**src/rtl/dmem_pkg.sv**
```systemverilog
// Shared constants for the data-memory arbiter: FSM encoding, memory depth,
// requester ids and the address range check.
package dmem_pkg;

    localparam logic [1:0] ST_IDLE   = 2'd0;
    localparam logic [1:0] ST_ACCESS = 2'd1;
    localparam logic [1:0] ST_RESP   = 2'd2;

    localparam int MEM_DEPTH_DEF = 64;

    localparam logic REQ_CPU  = 1'b0;
    localparam logic REQ_LOAD = 1'b1;

    localparam int NUM_REQ = 2;

    function automatic logic addr_in_range(input logic [31:0] addr, input int depth);
        return addr < 32'(depth);
    endfunction

endpackage

```
**src/rtl/dmem_arbiter_rr_arb2.sv**
```systemverilog
// Two-way round-robin picker: on a tie the requester that did not win last
// time is granted. Purely combinational.
module rr_arb2 (
    input  logic req0,
    input  logic req1,
    input  logic last_grant,
    output logic grant,
    output logic valid
);

    always_comb begin
        valid = req0 | req1;
        grant = (req0 & req1) ? ~last_grant : req1;
    end

endmodule

```
**src/rtl/dmem_arbiter.sv**
```systemverilog
// Arbiter/sequencer between the CPU data path, the load/debug port and the
// single-port data memory: IDLE -> ACCESS -> RESP, one transaction per 3 cycles.
module dmem_arbiter
    import dmem_pkg::*;
#(
    parameter int ADDR_W    = 8,
    parameter int RDATA_W   = 16,
    parameter int WDATA_W   = 8,
    parameter int MEM_DEPTH = MEM_DEPTH_DEF
) (
    input  logic               clk,
    input  logic               reset,
    input  logic               req0,
    input  logic               we0,
    input  logic [ADDR_W-1:0]  addr0,
    input  logic [WDATA_W-1:0] wdata0,
    output logic               ack0,
    output logic               err0,
    output logic [RDATA_W-1:0] rdata0,
    input  logic               req1,
    input  logic               we1,
    input  logic [ADDR_W-1:0]  addr1,
    input  logic [WDATA_W-1:0] wdata1,
    output logic               ack1,
    output logic               err1,
    output logic [RDATA_W-1:0] rdata1,
    output logic [ADDR_W-1:0]  mem_address,
    output logic               mem_write,
    output logic [WDATA_W-1:0] mem_data_in,
    input  logic [RDATA_W-1:0] mem_data_out
);

    logic [NUM_REQ-1:0]              req;
    logic [NUM_REQ-1:0]              we;
    logic [NUM_REQ-1:0][ADDR_W-1:0]  addr;
    logic [NUM_REQ-1:0][WDATA_W-1:0] wdata;

    assign req   = {req1, req0};
    assign we    = {we1, we0};
    assign addr  = {addr1, addr0};
    assign wdata = {wdata1, wdata0};

    logic [1:0]         state;
    logic               last_grant;
    logic               lat_id;
    logic               lat_we;
    logic [ADDR_W-1:0]  lat_addr;
    logic [WDATA_W-1:0] lat_wdata;

    logic [NUM_REQ-1:0]              ack_q;
    logic [NUM_REQ-1:0]              err_q;
    logic [NUM_REQ-1:0][RDATA_W-1:0] rdata_q;

    logic arb_grant;
    logic arb_valid;
    logic in_range;

    rr_arb2 u_arb (
        .req0       (req[0]),
        .req1       (req[1]),
        .last_grant (last_grant),
        .grant      (arb_grant),
        .valid      (arb_valid)
    );

    assign in_range = addr_in_range(32'(lat_addr), MEM_DEPTH);

    // Address and data come straight from the latch registers, so they are
    // glitch-free and hold their last value outside ACCESS.
    assign mem_address = lat_addr;
    assign mem_data_in = lat_wdata;
    assign mem_write   = (state == ST_ACCESS) & lat_we & in_range;

    always_ff @(posedge clk or posedge reset) begin
        if (reset) begin
            state      <= ST_IDLE;
            last_grant <= REQ_LOAD;
            lat_id     <= REQ_CPU;
            lat_we     <= 1'b0;
            lat_addr   <= '0;
            lat_wdata  <= '0;
            ack_q      <= '0;
            err_q      <= '0;
            rdata_q    <= '0;
        end else begin
            case (state)
                ST_IDLE: begin
                    if (arb_valid) begin
                        lat_id    <= arb_grant;
                        lat_we    <= we[arb_grant];
                        lat_addr  <= addr[arb_grant];
                        lat_wdata <= wdata[arb_grant];
                        state     <= ST_ACCESS;
                    end
                end
                ST_ACCESS: begin
                    // Read returns the pre-write word; the write lands on this same edge.
                    rdata_q[lat_id] <= in_range ? mem_data_out : '0;
                    err_q[lat_id]   <= ~in_range;
                    ack_q[lat_id]   <= 1'b1;
                    last_grant      <= lat_id;
                    state           <= ST_RESP;
                end
                ST_RESP: begin
                    ack_q <= '0;
                    err_q <= '0;
                    state <= ST_IDLE;
                end
                default: state <= ST_IDLE;
            endcase
        end
    end

    assign ack0   = ack_q[0];
    assign ack1   = ack_q[1];
    assign err0   = err_q[0];
    assign err1   = err_q[1];
    assign rdata0 = rdata_q[0];
    assign rdata1 = rdata_q[1];

endmodule

```
**config.mk**
```make
export PLATFORM = sky130hd
export DESIGN_NAME = dmem_arbiter
export DESIGN_NICKNAME = d
export VERILOG_FILES = /design/src/rtl/dmem_pkg.sv /design/src/rtl/dmem_arbiter_rr_arb2.sv /design/src/rtl/dmem_arbiter.sv
export SDC_FILE = /design/constraint.sdc
export NUM_CORES = 1
export LEC_CHECK = 0
export ABC_AREA = 0
export ABC_CLOCK_PERIOD_IN_PS = 2200
export BUFFER_PORTS_ARGS = -buffer_cell sky130_fd_sc_hd__buf_2
export CAP_MARGIN = 25
export CELL_PAD_IN_SITES_DETAIL_PLACEMENT = 2
export CELL_PAD_IN_SITES_GLOBAL_PLACEMENT = 2
export CORE_MARGIN = 1.5
export CORE_UTILIZATION = 27
export DETAILED_ROUTE_END_ITERATION = 8
export HOLD_SLACK_MARGIN = 0.05
export PLACE_DENSITY_LB_ADDON = 0.1
export SLEW_MARGIN = 40
export SYNTH_ARGS = -nofsm -noshare
export SYNTH_HDL_FRONTEND = slang
export SYNTH_SLANG_ARGS = --single-unit
```
**constraint.sdc**
```tcl
create_clock -name clk -period 2.2 [get_ports clk]
set_input_delay 0.22 -clock clk [delete_from_list [all_inputs] [get_ports clk]]
set_output_delay 0.22 -clock clk [all_outputs]
set_load 0.02 [all_outputs]
```
# Yosys cells after proc, flatten, opt, wreduce, memory -nomap -nowiden
# Index checks and enable logic that the tools add are counted.
[op_classes]
addsub = 0
multipliers = 0
div = 0
order_cmp = 4
n_eq_ne = 3
n_shift = 0
n_mux = 18
n_bitwise = 7
reduce_logical = 4
[op_table]
columns = ["operator", "n"]
rows = [
  ["$bwmux W32", 1],
  ["$mux W16", 2],
  ["$mux W8", 4],
  ["$demux W16 S1", 1],
  ["$pmux W2 S2", 3],
  ["$lt A8 B7 Y1 const B", 1],
  ["$lt A1 B2 Y1 const B", 2],
  ["$mux W1", 4],
  ["$and A1 B1 Y1", 3],
  ["$bwmux W2", 1],
  ["$eq A2 B1 Y1 const B", 1],
  ["$eq A2 B2 Y1 const B", 1],
  ["$logic_not A2 Y1", 1],
  ["$mux W2", 1],
  ["$ne A2 B2 Y1 const B", 1],
  ["$not A1 Y1", 2],
  ["$or A2 B2 Y2", 1],
  ["$reduce_and A2 Y1", 1],
  ["$reduce_bool A2 Y1", 1],
  ["$demux W1 S1", 1],
  ["$ge A1 B1 Y1 const B", 1],
  ["$logic_and A1 B1 Y1", 1],
  ["$or A1 B1 Y1", 1],
]
[totals]
reg_bits = 57
latch_bits = 0
ram_bits = 0
rom_bits = 0
inputBits = 54
output_inout_bits = 53
word_cells = 46
memories = 0

# Depth between registers and ports, before layout
[logic_depth]
depth_word = 6
ltp_mapped = 7
depth_no_buf = 5

# Modules after synthesis
# A second synthesis with hierarchy kept.
[unflattened]
hier_cells = 238
area_unflattened_um2 = 2497.4
[modules_own_cells]
columns = ["mod", "n_inst", "cells_each", "area_per_inst_um2", "seq_area_each_um2"]
rows = [
  ["dmem_arbiter", 1, 236, 2483.6, 1427.6],
  ["rr_arb2", 1, 2, 13.8, 0.0],
]

# Worst setup path after synthesis
# Ideal clock, no wire load.
[synth_path]
path_type = "register to output"
from = "reg lat_addr[6] (netlist: mem_address[6])"
to = "out mem_write"
arrival_time_ns = 1.167
t_required_ns = 1.980
path_slack_ns = 0.813
path_stages_with_launch = 4
path_buffers = 1
cell_sequence = "dfrtp_1 > nor2_4 > buf_2 > and3_1"
[synth_via]
elab_chain_len = 2
[synth_lines]
columns = ["item", "line", "rtl"]
rows = [
  ["from (decl)", "dmem_arbiter.sv:47", "logic [ADDR_W-1:0] lat_addr;"],
  ["from (signal assigned)", "dmem_arbiter.sv:91", "lat_addr <= addr[arb_grant];"],
  ["$lt A8 B7 Y1", "dmem_pkg.sv:17", "return addr < 32'(depth);"],
  ["$and A1 B1 Y1", "dmem_arbiter.sv:72", "assign mem_write = (state == ST_ACCESS) & lat_we & in_range;"],
  ["to (decl)", "dmem_arbiter.sv:28", "output logic mem_write,"],
]
# No other way between the ends.

# Final worst setup path
[layout_path]
from = "reg state[0]"
to = "reg lat_wdata[4] (netlist: mem_data_in[4])"
[layout_via]
elab_chain_len = 2
[layout_lines]
columns = ["item", "line", "rtl"]
rows = [
  ["from (decl)", "dmem_arbiter.sv:43", "logic [1:0] state;"],
  ["from (signal assigned)", "dmem_arbiter.sv:76", "state <= ST_IDLE;"],
  ["from (signal assigned)", "dmem_arbiter.sv:93", "state <= ST_ACCESS;"],
  ["from (signal assigned)", "dmem_arbiter.sv:102", "state <= ST_RESP;"],
  ["$logic_not A2 Y1", "dmem_arbiter.sv:86", "case (state)"],
  ["$reduce_and A2 Y1 (no line)", "--", ""],
  ["to (signal assigned)", "dmem_arbiter.sv:92", "lat_wdata <= wdata[arb_grant];"],
  ["to (decl)", "dmem_arbiter.sv:48", "logic [WDATA_W-1:0] lat_wdata;"],
]
# No other way between the ends.
# A chain may end at the register's enable or synchronous reset.

==> results.toml <==
[worst_setup_path]
path_cells = "inv_1 -> ha_1 -> o21a_1 -> buf_4 -> nor2_1 -> a31oi_1"
cp_slowest_cell = "dfrtp_1"
end_kind = "flop"
regToRegEndpoint = "mem_data_in[4]"
rrSetupSlack_ns = 0.54
cp.arrival_ns = 1.91
worst_r2r_startpoint = "state[0]"
startpoint = "state[0]"
start_kind = "flop"
critPathKind = "flop to flop"
critPathBufInv = 2
rr_worst_depth = 6
crit_fanout = 31
slowest_delay_ns = 0.40
cp.required_ns = 2.45
cp_top_family = "buffers and inverters"

[timing]
hold_ws_ns = 0.134
maxSlewViolCount = 0
setup_viol = 0
hold_viol = 0
layout_setup_ws_ns = 0.541
tightest_slew_ns = 0.596
rsz0062_at_grt = "no"
tns_ns = 0
clock.fmax_ghz = 0.603
fin_crit_sh_pct = 75.4
min_period_ns = 1.66
finalClockSkew_ns = 0.00735
slew_headroom_pct = 60.3

[layout]
syn_to_final_growth_pct = 33.7
final_cell_mix = "buf_2 (106), nand2_1 (86), dfrtp_1 (56), o21ai_0 (33), nor2_1 (18)"
n_antenna_cell = 0
final_nets = 422
final_cell_count_no_fill = 475
layout-drive-gt1-share_pct = 35.4
final_common_cell = "buf_2"

[power_and_ir_drop]
power.total_mw = 5.03
vdd_ir_drop_max_mv = 0.579
powerDensity_mw_per_mm2 = 1560
leakagePower_nw = 1.65

[routing]
drt_iter0_drc = 36
detail_route.wl_per_cell_um = 15.3
via_per_inst = 4.68
ant_nets = 0
wl_um = 7280
dr_total_vias = 2224
drt_first_pass_iters = 3
drc = 0

[clock_network]
insertion_delay_ns = 0.33
cts_root_buf = "clkbuf_8"
clkTransAtPathRegs_ns = 0.07
cts.sinks = 57
cts_buffers = 9
htree_levels = 3
cts_tree = "built"
clockBufferDepth = 2

[yosys]
synthesis.area_mm2 = 0.00242
synth_edf_count = 0
synthCells = 254
yosysTopAreaCell = "dfrtp_1"
async_reset_ff_share_pct = 100
avgSynthCellArea_um2 = 9.52
synth_top_cell_area_share_pct = 58.0
ys_top_cells_by_area = "dfrtp_1 (58%), nand2_1 (13%), o21ai_0 (6.8%)"
yosysSeqAreaShare_pct = 59.1
ys.flop_type = "dfrtp_1"
yosysUniqueCellTypes = 26
ys_ff_latch = 57
syn-num-nets = 313
ys.warnings.count = 0

[run_status]
status = "completed"

[placed_design]
dp_worst_setup_slack_ns = 0.522
dp_cells = 459
gp_congestion = 0.657
dp_hpwl_um = 5300
port_buffers = 106

[worst_hold_path]
hold_depth = 3
hold_end = "mem_data_in[0]"
hold_class = "primary input to flop"
hold_path_startpoint = "wdata0[0]"

[global_routing]
gr-total-overflow = 0
grt_max_degree = 36
track_usage_pct = 16.3
grt_pass1_wl_um = 12200
antenna_found_initial = 1
grt_pass1_vias = 2361

[floorplanning]
start_util_pct = 27.9
fp.dieW_um = 97.6
die_area_mm2 = 0.00953
die_h_um = 97.6
coreArea_mm2 = 0.00868
io_pins = 107
rows = 34

[flow_run]
max_cap_viol_count = 0
## worst max path at each step
stage / endpoint / cells past startpoint
floorplan: ack_q[0] / 1
global placement: mem_data_in[3] / 6
detailed placement: mem_data_in[4] / 6
CTS: mem_data_in[4] / 6
global route: mem_address[6] / 6
finish: mem_data_in[4] / 6
## cells by family after synthesis
kind of cell / after synthesis / synth area share (%)
AO/OA/AOI/OAI: 63 / 15.2
adder cells (fa/ha/maj): 5 / 2.59
buffers and inverters: 20 / 5.28
flip-flops: 57 / 59.1
multiplexers: 1 / 0.466
AND/OR/NAND/NOR: 108 / 17.4
## state kept, by name, summed over array words and instances, names as in the netlist
name and cells:
rdata0 16, rdata1 16, mem_address 8, mem_data_in 8, ack_q 2, err_q 2
state 2, last_grant 1, lat_id 1, lat_we 1
## final cells by class
cell class / instances / area, µm²
Tap cell: 108 / 135
Inverter: 6 / 22.5
Timing Repair Buffer: 112 / 591
Clock inverter: 3 / 40.0
Sequential cell: 57 / 1430
Fill cell: 1027 / 5450
Clock buffer: 12 / 155
Multi-Input combinational cell: 177 / 862
## repair_timing
| action | 4_1_cts | 5_1_grt |
|---|---|---|
| resized for setup | 0 | 0 |
| hold buffers | 1 | 0 |
| setup buffers | 0 | 0 |
| endpoints found under the hold margin | 22 | 0 |
## metal layers
| layer | global-route usage [%] | up-vias | routed length [µm] |
|---|---|---|---|
| met4 | 6.59 | 2 | 118 |
| met2 | 24.5 | 74 | 3340 |
| li1 | - | 1058 | - |
| met5 | 0 | - | 16 |
| met1 | 21.6 | 1079 | 3270 |
| met3 | 5.32 | 11 | 534 |
## where the power goes
group	internal, mW	switching [mW]
Combinational	0.720	1.48
Sequential	1.55	0.291
Clock	0.575	0.415
## synth_stat cells (2+ instances only)
master    number
inv_1          6
nand2_1       86
ha_1           5
buf_6          4
o21ai_0       33
clkbuf_1       2
o41ai_1        2
dfrtp_1       56
o21ai_1        3
nor2_1        18
a31oi_1       17
buf_2          5
a21oi_1        4
## worst reg2reg max path, delay by kind of cell, from the launching register on
kind / cells / cell delay (ns)
fa+ha+maj: 1 / 0.23
compound gates: 2 / 0.39
flops: 1 / 0.40
simple gates: 1 / 0.10
buf+inv: 2 / 0.46
## metrics by stage
step	utilization [%]	area, µm²
after floorplan	-	2420
after global placement	34.9	3030
after detailed placement	34.9	3030
after CTS	37.3	3230
after global routing	37.3	3230
final	37.3	3230
Power figures use the tool's default switching activity.
